`src/rtl/mips_pkg.sv`:
```
// Shared encodings and constants for the MIPS pipeline control slice.
package mips_pkg;

   typedef enum logic [2:0] {
      ST_IDLE   = 3'd0,
      ST_RUN    = 3'd1,
      ST_STEP   = 3'd2,
      ST_DRAIN  = 3'd3,
      ST_HALTED = 3'd4
   } ctrl_state_e;

   localparam logic [5:0] HALT_OPCODE = 6'b111111;
   localparam logic [4:0] REG_ZERO    = 5'd0;

endpackage

```
`src/rtl/hazard_detect.sv`:
```
// Combinational load-use / branch-redirect detection for the ID stage, gated by an enable.
module hazard_detect
   import mips_pkg::*;
(
   input  logic       en_i,
   input  logic [4:0] id_rs_i,
   input  logic [4:0] id_rt_i,
   input  logic       id_uses_rt_i,
   input  logic       ex_mem_read_i,
   input  logic [4:0] ex_rt_i,
   input  logic       branch_taken_i,
   output logic       load_use_o,
   output logic       stall_o,
   output logic       flush_o,
   output logic       bubble_o,
   output logic       pc_write_o
);

   logic lu;

   assign lu = ex_mem_read_i & (ex_rt_i != REG_ZERO) &
               ((ex_rt_i == id_rs_i) | (id_uses_rt_i & (ex_rt_i == id_rt_i)));
   assign load_use_o = lu;

   always_comb begin
      stall_o    = 1'b0;
      flush_o    = 1'b0;
      bubble_o   = 1'b0;
      pc_write_o = en_i;
      // A stall holds the branch in ID, so it is simply re-evaluated next cycle.
      if (en_i && lu) begin
         stall_o    = 1'b1;
         bubble_o   = 1'b1;
         pc_write_o = 1'b0;
      end else if (en_i && branch_taken_i) begin
         flush_o = 1'b1;
      end
   end

endmodule

```
`src/rtl/pipeline_ctrl_unit.sv`:
```
// Pipeline sequencer: debug run/step/halt FSM with drain-on-HALT and hazard controls.
// Define PIPELINE_CTRL_PERF_EN to add the stall_count / flush_count outputs.
module pipeline_ctrl_unit #(
   parameter logic [5:0] HALT_OPCODE  = mips_pkg::HALT_OPCODE,
   parameter int         DRAIN_CYCLES = 3,
   parameter int         CNT_W        = 32
) (
   input  logic             clk,
   input  logic             reset,
   input  logic             dbg_run,
   input  logic             dbg_step,
   input  logic             dbg_halt,
   input  logic [5:0]       id_opcode,
   input  logic [4:0]       id_rs,
   input  logic [4:0]       id_rt,
   input  logic             id_uses_rt,
   input  logic             ex_mem_read,
   input  logic [4:0]       ex_rt,
   input  logic             id_branch_taken,
   output logic             clk_en,
   output logic             pc_write,
   output logic             if_id_stall,
   output logic             if_id_flush,
   output logic             id_ex_bubble,
   output logic             halted,
   output logic [2:0]       ctrl_state,
   output logic [CNT_W-1:0] cycle_count
`ifdef PIPELINE_CTRL_PERF_EN
   ,
   output logic [CNT_W-1:0] stall_count,
   output logic [CNT_W-1:0] flush_count
`endif
);

   localparam int DW = (DRAIN_CYCLES > 1) ? $clog2(DRAIN_CYCLES) : 1;

   mips_pkg::ctrl_state_e state_q, state_d;
   logic [DW-1:0]         drain_q, drain_d;
   logic [CNT_W-1:0]      cyc_q;
   logic                  hz_en, in_drain, halt_det;
   logic                  load_use, hz_stall, hz_flush, hz_bubble, hz_pcw;

   assign hz_en    = (state_q == mips_pkg::ST_RUN) || (state_q == mips_pkg::ST_STEP);
   assign in_drain = (state_q == mips_pkg::ST_DRAIN);
   assign clk_en   = hz_en | in_drain;
   assign halt_det = hz_en & (id_opcode == HALT_OPCODE) & ~load_use;

   // Hazard logic only sees RUN/STEP; DRAIN forces its own flush pattern.
   hazard_detect u_hazard (
      .en_i           (hz_en),
      .id_rs_i        (id_rs),
      .id_rt_i        (id_rt),
      .id_uses_rt_i   (id_uses_rt),
      .ex_mem_read_i  (ex_mem_read),
      .ex_rt_i        (ex_rt),
      .branch_taken_i (id_branch_taken),
      .load_use_o     (load_use),
      .stall_o        (hz_stall),
      .flush_o        (hz_flush),
      .bubble_o       (hz_bubble),
      .pc_write_o     (hz_pcw)
   );

   assign pc_write     = hz_pcw;
   assign if_id_stall  = hz_stall;
   assign if_id_flush  = hz_flush | in_drain;
   assign id_ex_bubble = hz_bubble;
   assign halted       = (state_q == mips_pkg::ST_HALTED);
   assign ctrl_state   = state_q;
   assign cycle_count  = cyc_q;

   always_comb begin
      state_d = state_q;
      drain_d = drain_q;
      unique case (state_q)
         mips_pkg::ST_IDLE: begin
            if (dbg_halt)      state_d = mips_pkg::ST_IDLE;
            else if (dbg_run)  state_d = mips_pkg::ST_RUN;
            else if (dbg_step) state_d = mips_pkg::ST_STEP;
         end
         mips_pkg::ST_RUN: begin
            if (halt_det) begin
               state_d = mips_pkg::ST_DRAIN;
               drain_d = DW'(DRAIN_CYCLES - 1);
            end else if (dbg_halt) begin
               state_d = mips_pkg::ST_IDLE;
            end
         end
         mips_pkg::ST_STEP: begin
            if (halt_det) begin
               state_d = mips_pkg::ST_DRAIN;
               drain_d = DW'(DRAIN_CYCLES - 1);
            end else begin
               state_d = mips_pkg::ST_IDLE;
            end
         end
         mips_pkg::ST_DRAIN: begin
            if (drain_q == '0) state_d = mips_pkg::ST_HALTED;
            else               drain_d = drain_q - 1'b1;
         end
         mips_pkg::ST_HALTED: state_d = mips_pkg::ST_HALTED;
         default:             state_d = mips_pkg::ST_IDLE;
      endcase
   end

   always_ff @(posedge clk or negedge reset) begin
      if (!reset) begin
         state_q <= mips_pkg::ST_IDLE;
         drain_q <= '0;
         cyc_q   <= '0;
      end else begin
         state_q <= state_d;
         drain_q <= drain_d;
         if (clk_en) cyc_q <= cyc_q + 1'b1;
      end
   end

`ifdef PIPELINE_CTRL_PERF_EN
   logic [CNT_W-1:0] stall_cnt_q, flush_cnt_q;

   // hz_flush excludes DRAIN flushes; both strobes are already clk_en-gated.
   always_ff @(posedge clk or negedge reset) begin
      if (!reset) begin
         stall_cnt_q <= '0;
         flush_cnt_q <= '0;
      end else begin
         if (hz_stall) stall_cnt_q <= stall_cnt_q + 1'b1;
         if (hz_flush) flush_cnt_q <= flush_cnt_q + 1'b1;
      end
   end

   assign stall_count = stall_cnt_q;
   assign flush_count = flush_cnt_q;
`endif

endmodule
```
`config.mk`:
```
export PLATFORM = sky130hd
export DESIGN_NAME = pipeline_ctrl_unit
export DESIGN_NICKNAME = d
export VERILOG_FILES = /design/src/rtl/mips_pkg.sv /design/src/rtl/hazard_detect.sv /design/src/rtl/pipeline_ctrl_unit.sv
export SDC_FILE = /design/constraint.sdc
export NUM_CORES = 1
export LEC_CHECK = 0
export BUFFER_PORTS_ARGS = -buffer_cell sky130_fd_sc_hd__buf_2
export CAP_MARGIN = 20
export CORE_UTILIZATION = 44
export DETAILED_ROUTE_END_ITERATION = 6
export PLACE_DENSITY = 0.85
export SETUP_SLACK_MARGIN = 0.02
export SYNTH_ARGS = -nofsm -noshare
export SYNTH_HDL_FRONTEND = slang
export SYNTH_HIERARCHICAL = 1
export SYNTH_SLANG_ARGS = --single-unit
```
`constraint.sdc`:
```
create_clock -name clk -period 1.7 [get_ports clk]
set_clock_uncertainty 0.2 [all_clocks]
set_input_delay 0 -clock clk [delete_from_list [all_inputs] [get_ports clk]]
set_output_delay 0 -clock clk [all_outputs]
set_load 0.05 [all_outputs]
```
==> results.json, run 1 <==
{
  "status": "finished, violations left",
  "violations": "setup timing",
  "yosysTopAreaCellShare_pct": 47.5,
  "async_reset_ff_share_pct": 100,
  "synthesis.nets": 210,
  "h-tree-depth": 2,
  "drtIter0Drc": 81,
  "wl_met3_um": 226,
  "cts_sinks": 37,
  "cts_root_buf": "clkbuf_8",
  "syn2layout_area_growth_pct": 55.5,
  "final_util_pct": 73.7,
  "slowest_stage": "dfrtp_2",
  "cts_buffers": 5,
  "finalSetupTns_ps": -42.3,
  "crit_cells": 6,
  "port_buffers": 69,
  "r2r_cells": 4,
  "setup.worst_path.start_class": "flip-flop",
  "grt_pass1_vias": 1682,
  "required_ps": 1500,
  "worst_setup_path_end_kind": "output pin",
  "syn_avg_cell_area_um2": 10.9,
  "postRouteWirelength_mm": 5.21,
  "finalSetupViolCount": 3,
  "clock_latency_ps": 300,
  "fp.dieH_um": 68.6,
  "fin_crit_sh_pct": 102,
  "synthCells": 179,
  "layout.nets": 328,
  "path_class": "flip-flop to output pin",
  "n_antenna_cell": 0,
  "path_max_fanout": 4,
  "synth_seq_area_share_pct": 47.5,
  "antenna_found_initial": 0,
  "track_usage_pct": 22.5,
  "fmax_ghz": 0.578,
  "place_ws_ps": -286,
  "wl_per_cell_um": 15.0,
  "drt_pass1_iterations": 4,
  "worst_pin_slew_ps": 469,
  "period_minus_slack_ps": 1730,
  "place.gp.congestion": 0.769,
  "synth_area_um2": 1950,
  "hold_class": "primary input to flip-flop",
  "final_design_area_no_fill_um2": 3030,
  "fp.dieArea_um2": 4700,
  "ir_drop_uv": 925,
  "core_um2": 4120,
  "met1_length_mm": 2.10,
  "arrival_ps": 1530,
  "clockBufferDepth": 2,
  "hold_depth": 5,
  "cap_violations": 0,
  "power_density_nw_per_um2": 1020,
  "rows": 23,
  "multi_input_area_um2": 1120,
  "cp.buffers_inverters": 1,
  "synth_commonest_cells": "xnor2_1, dfrtp_1, nand2_1, nand4_1, nand3_1",
  "synth_edf_count": 0,
  "yosysTopAreaCell": "dfrtp_1",
  "max_stage_delay_ps": 490,
  "worst_slack_ps": -31.6,
  "rsz0062_at_grt": "true",
  "place_hpwl_mm": 3.43,
  "dp.cells": 325,
  "synth-seq-cells": 37,
  "initial_core_util_pct": 47.4,
  "routed.top_layer": "met4",
  "grt_overflow": 0,
  "placed_area_um2": 2620,
  "crit_family": "flip-flops",
  "cts_tree": "done",
  "yosysMostFrequentCell": "xnor2_1",
  "fin_cells": 348,
  "crit_chain": "xnor2_4 -> nor2_4 -> nand2_1 -> a21oi_1 -> nand2b_2 -> buf_8",
  "fill_cells": 288,
  "regArea_um2": 956,
  "ant_nets": 0,
  "p_leak_nw": 1.45,
  "yosys.cell_types.count": 36,
  "wl_met2_mm": 2.73,
  "finalHoldViolCount": 0,
  "grt_pass1_wl_mm": 7.64,
  "grt_max_degree": 38,
  "via_per_inst": 5.24,
  "drcViolationCount": 0,
  "ys_warn_count": 6,
  "slew_headroom_pct": 68.7,
  "cts.clk_slew.worst_paths_ps": 70,
  "ios": 70,
  "synthTopCellsByArea": "dfrtp_1, xnor2_1, nand4_1",
  "vias": 1823,
  "slew_violations": 0,
  "die_w_um": 68.6,
  "drive_gt1_share_pct": 57.7,
  "ys.flop_type": "dfrtp_1"
}
==> tightest hold or removal path, cell delays in order <==
cell and delay [ps]:
buf_2 100, nand4b_1 90, nor4_2 50, nor2_1 120, mux2_4 160
==> cell families after synthesis <==
| kind of cell | synth area share (%) |
|---|---|
| and+or+nand+nor | 25.5 |
| xor gates and xnor gates | 18.9 |
| DFF | 47.5 |
| AOI/OAI and AO/OA | 3.85 |
| buffers and inverters | 2.37 |
| adders and majority gates | 1.28 |
| muxes | 0.578 |
==> per-layer routing <==
metal | GRT usage (%) | vias to the layer above
li1 | - | 863
met1 | 27.0 | 889
met2 | 38.8 | 56
met3 | 3.78 | 15
met4 | 11.2 | 0
met5 | 0 | -
==> per-stage QoR <==
| step | hold slack, ps | total power, mW |
|---|---|---|
| global placement | -137 | 2.12 |
| CTS | 34.9 | 2.98 |
| global route | 92.6 | 3.24 |
| detailed placement | -133 | 2.16 |
| floorplan | -496 | 1.79 |
| finish | 58.3 | 3.11 |
==> cell usage in the layout (no fill, tap or decap), types with 5 or more instances in the layout <==
cell type | synthesis | routed
nand2_1 | 15 | 14
buf_4 | 1 | 39
inv_1 | 6 | 5
nor2_1 | 9 | 6
buf_2 | 1 | 61
dfrtp_2 | 0 | 24
nand3_1 | 13 | 9
dfrtp_1 | 37 | 13
xnor2_1 | 38 | 37
buf_6 | 1 | 8
clkbuf_8 | 0 | 5
nand4_1 | 15 | 15
==> registers in the layout (all words and copies together) (netlist names) <==
name,flops
cycle_count,32
ctrl_state,3
drain_q,2
==> what timing repair did <==
item	in CTS	in global routing
hold buffers	4	0
gates resized for setup	17	24
cloned	0	1
pin swaps	4	10
setup buffers	3	7
endpoints found under the hold margin	39	0
endpoints found under the setup margin	12	27
==> path summary, 6_finish.rpt <==
kind | startpoint | endpoint | slack, ps
min in group asynchronous | reset | cycle_count[18] | 80
max in group asynchronous | reset | cycle_count[13] | 850
max reg2reg | ctrl_state[0] | cycle_count[31] | 30
min reg2reg | cycle_count[31] | cycle_count[31] | 270
min | id_opcode[4] | drain_q[0] | 60
max | ctrl_state[0] | if_id_flush | -30
==> layout make-up <==
type,count,share of cell area [%]
tap,50,2.06
timing repair buffer,114,25.0
clock inverter,2,1.16
clock buffer,6,2.39
multi-input combinational,133,37.0
inverter,6,0.867
sequential,37,31.5
==> report_power, final <==
group	switching [mW]	total (mW)	internal [mW]
Combinational	0.759	1.24	0.483
Clock	0.321	0.756	0.435
Sequential	0.108	1.11	0.999
No activity file was read; power rests on OpenSTA's default activity.
==> run 2: changes to the inputs <==
CORE_UTILIZATION = 46   (was 44)
CTS_BUF_LIST = sky130_fd_sc_hd__clkbuf_4   (was unset)
PLACE_DENSITY = 0.82   (was 0.85)
SKIP_CTS_REPAIR_TIMING = 1   (was unset)
==> results.json, run 2 (synthesis results as in run 1) <==
{
  "ant_nets": 0,
  "antenna_found_initial": 0,
  "slew_headroom_pct": 45.9,
  "grt_overflow": 0,
  "die_w_um": 67.1,
  "rr_startpoint": "ctrl_state[1]",
  "grt_pass1_wl_mm": 7.04,
  "worst_pin_slew_ps": 811,
  "whs_endpoint": "drain_q[0]",
  "internal_power_mw": 1.83,
  "placed_area_um2": 2620,
  "grt_pass1_vias": 1582,
  "hold_depth": 5,
  "r2r_cells": 7,
  "place_hpwl_mm": 3.36,
  "syn2layout_area_growth_pct": 60.4,
  "fp.dieArea_um2": 4500,
  "path_class": "flip-flop to output pin",
  "min-delay-start": "id_opcode[1]",
  "fill_cells": 235,
  "fin_crit_sh_pct": 106,
  "cts.clk_slew.worst_paths_ps": 120,
  "final_cell_mix": "buf_2, buf_4, xnor2_1, dfrtp_2, nand4_1",
  "required_ps": 1500,
  "h-tree-depth": 2,
  "multi_input_area_um2": 1150,
  "grt_max_degree": 38,
  "core_um2": 4030,
  "drtIter0Drc": 94,
  "path_max_fanout": 5,
  "clock_latency_ps": 350,
  "clockBufferDepth": 2,
  "rsz0062_at_grt": "true",
  "regArea_um2": 957,
  "worstReg2RegEnd": "cycle_count[27]",
  "initial_core_util_pct": 48.4,
  "port_buffers": 69,
  "rows": 23,
  "place_ws_ps": -290,
  "status": "finished, violations left",
  "cts_sinks": 37,
  "power_switching_share_pct": 39.9,
  "cts_root_buf": "clkbuf_4",
  "drcViolationCount": 0,
  "layout.nets": 336,
  "place.gp.congestion": 0.753,
  "p_comb_share_pct": 43.3,
  "track_usage_pct": 21.1,
  "cts_tree": "done",
  "cap_violations": 0,
  "n_antenna_cell": 0,
  "finalSetupViolCount": 12,
  "finalHoldViolCount": 0,
  "fp.dieH_um": 67.1,
  "drive_gt1_share_pct": 60.8,
  "period_minus_slack_ps": 1800,
  "drt_pass1_iterations": 4,
  "holdWs_ps": 5.93,
  "hold_class": "primary input to flip-flop",
  "slew_violations": 0,
  "cts_buffers": 5,
  "worst_slack_ps": -100,
  "p_clk_share_pct": 21.0,
  "via_per_inst": 5.31,
  "power.switching_mw": 1.22,
  "final_design_area_no_fill_um2": 3130,
  "seq_power_share_pct": 35.7,
  "power_density_nw_per_um2": 974,
  "setup.worst_path.start_class": "flip-flop",
  "largest_reg_flops": 32,
  "fmax_ghz": 0.556,
  "rrSetupSlack_ps": -60,
  "worst_setup_path_end_kind": "output pin",
  "p_leak_nw": 1.50,
  "vias": 1891,
  "wl_per_cell_um": 16.8,
  "ios": 70,
  "arrival_ps": 1600,
  "ir_drop_uv": 964,
  "final_common_cell": "buf_2",
  "violations": "setup timing",
  "postRouteWirelength_mm": 5.98
}
-- run 2: cell types whose count changed in the layout (fill, tap and decap cells not counted), moves of 3 or more --
cell | before | now
nand3_2 | 2 | 5
clkbuf_8 | 5 | 0
buf_8 | 2 | 5
buf_4 | 39 | 42
clkbuf_4 | 0 | 5
nand3_1 | 9 | 6
-- run 2: worst max-delay path, cell delays in order (launching register included) --
cell,delay (ps)
dfrtp_2,470
xnor2_2,160
nor2_2,140
nand2_1,80
a21oi_2,110
nand2b_4,140
buf_8,150
-- run 2: power by group through the flow --
stage          combinational, mW  sequential (mW)  clock (mW)
6_report                    1.32             1.09       0.640
5_1_grt                     1.39             1.09       0.673
4_1_cts                     1.04             1.10       0.637
3_5_place_dp                1.03             1.12           0
3_3_place_gp                1.01             1.10           0
2_1_floorplan              0.377             1.41           0
-- run 2: per-stage QoR --
step                      util, %  setup TNS (ps)  power (mW)  std cells
after global placement       64.9            -862        2.12        324
after CTS                    67.0            -748        2.77        332
final                        77.6            -549        3.04        356
after detailed placement     64.9            -964        2.15        324
after global routing         77.6           -2190        3.16        356
after floorplan                 -           -2240        1.79        179
-- run 2: how the worst max path moves through the flow --
stage	from	to	slack [ps]	cells after the start
3_5_place_dp	ex_rt[1]	drain_q[0]	-290	8
4_1_cts	ctrl_state[1]	if_id_flush	-220	6
6_report	ctrl_state[1]	if_id_flush	-100	6
5_1_grt	ctrl_state[1]	if_id_flush	-210	6
3_3_place_gp	ex_rt[1]	drain_q[0]	-280	8
2_1_floorplan	ctrl_state[0]	cycle_count[3]	-200	5
-- run 2: area by class of cell --
cell class / instances / share of cell area (%)
tap: 50 / 2.00
inverter: 6 / 0.840
multi-input combinational: 133 / 36.7
sequential: 37 / 30.6
timing repair buffer: 122 / 27.2
clock inverter: 3 / 1.48
clock buffer: 5 / 1.20
-- run 2: layer usage --
layer | GRT usage, % | routed length [µm] | share of wire (%)
met2 | 35.1 | 3210 | 54
met5 | 0 | 0 | 0
met4 | 7.45 | 101 | 1.7
met1 | 26.1 | 2340 | 39
met3 | 5.48 | 337 | 5.6
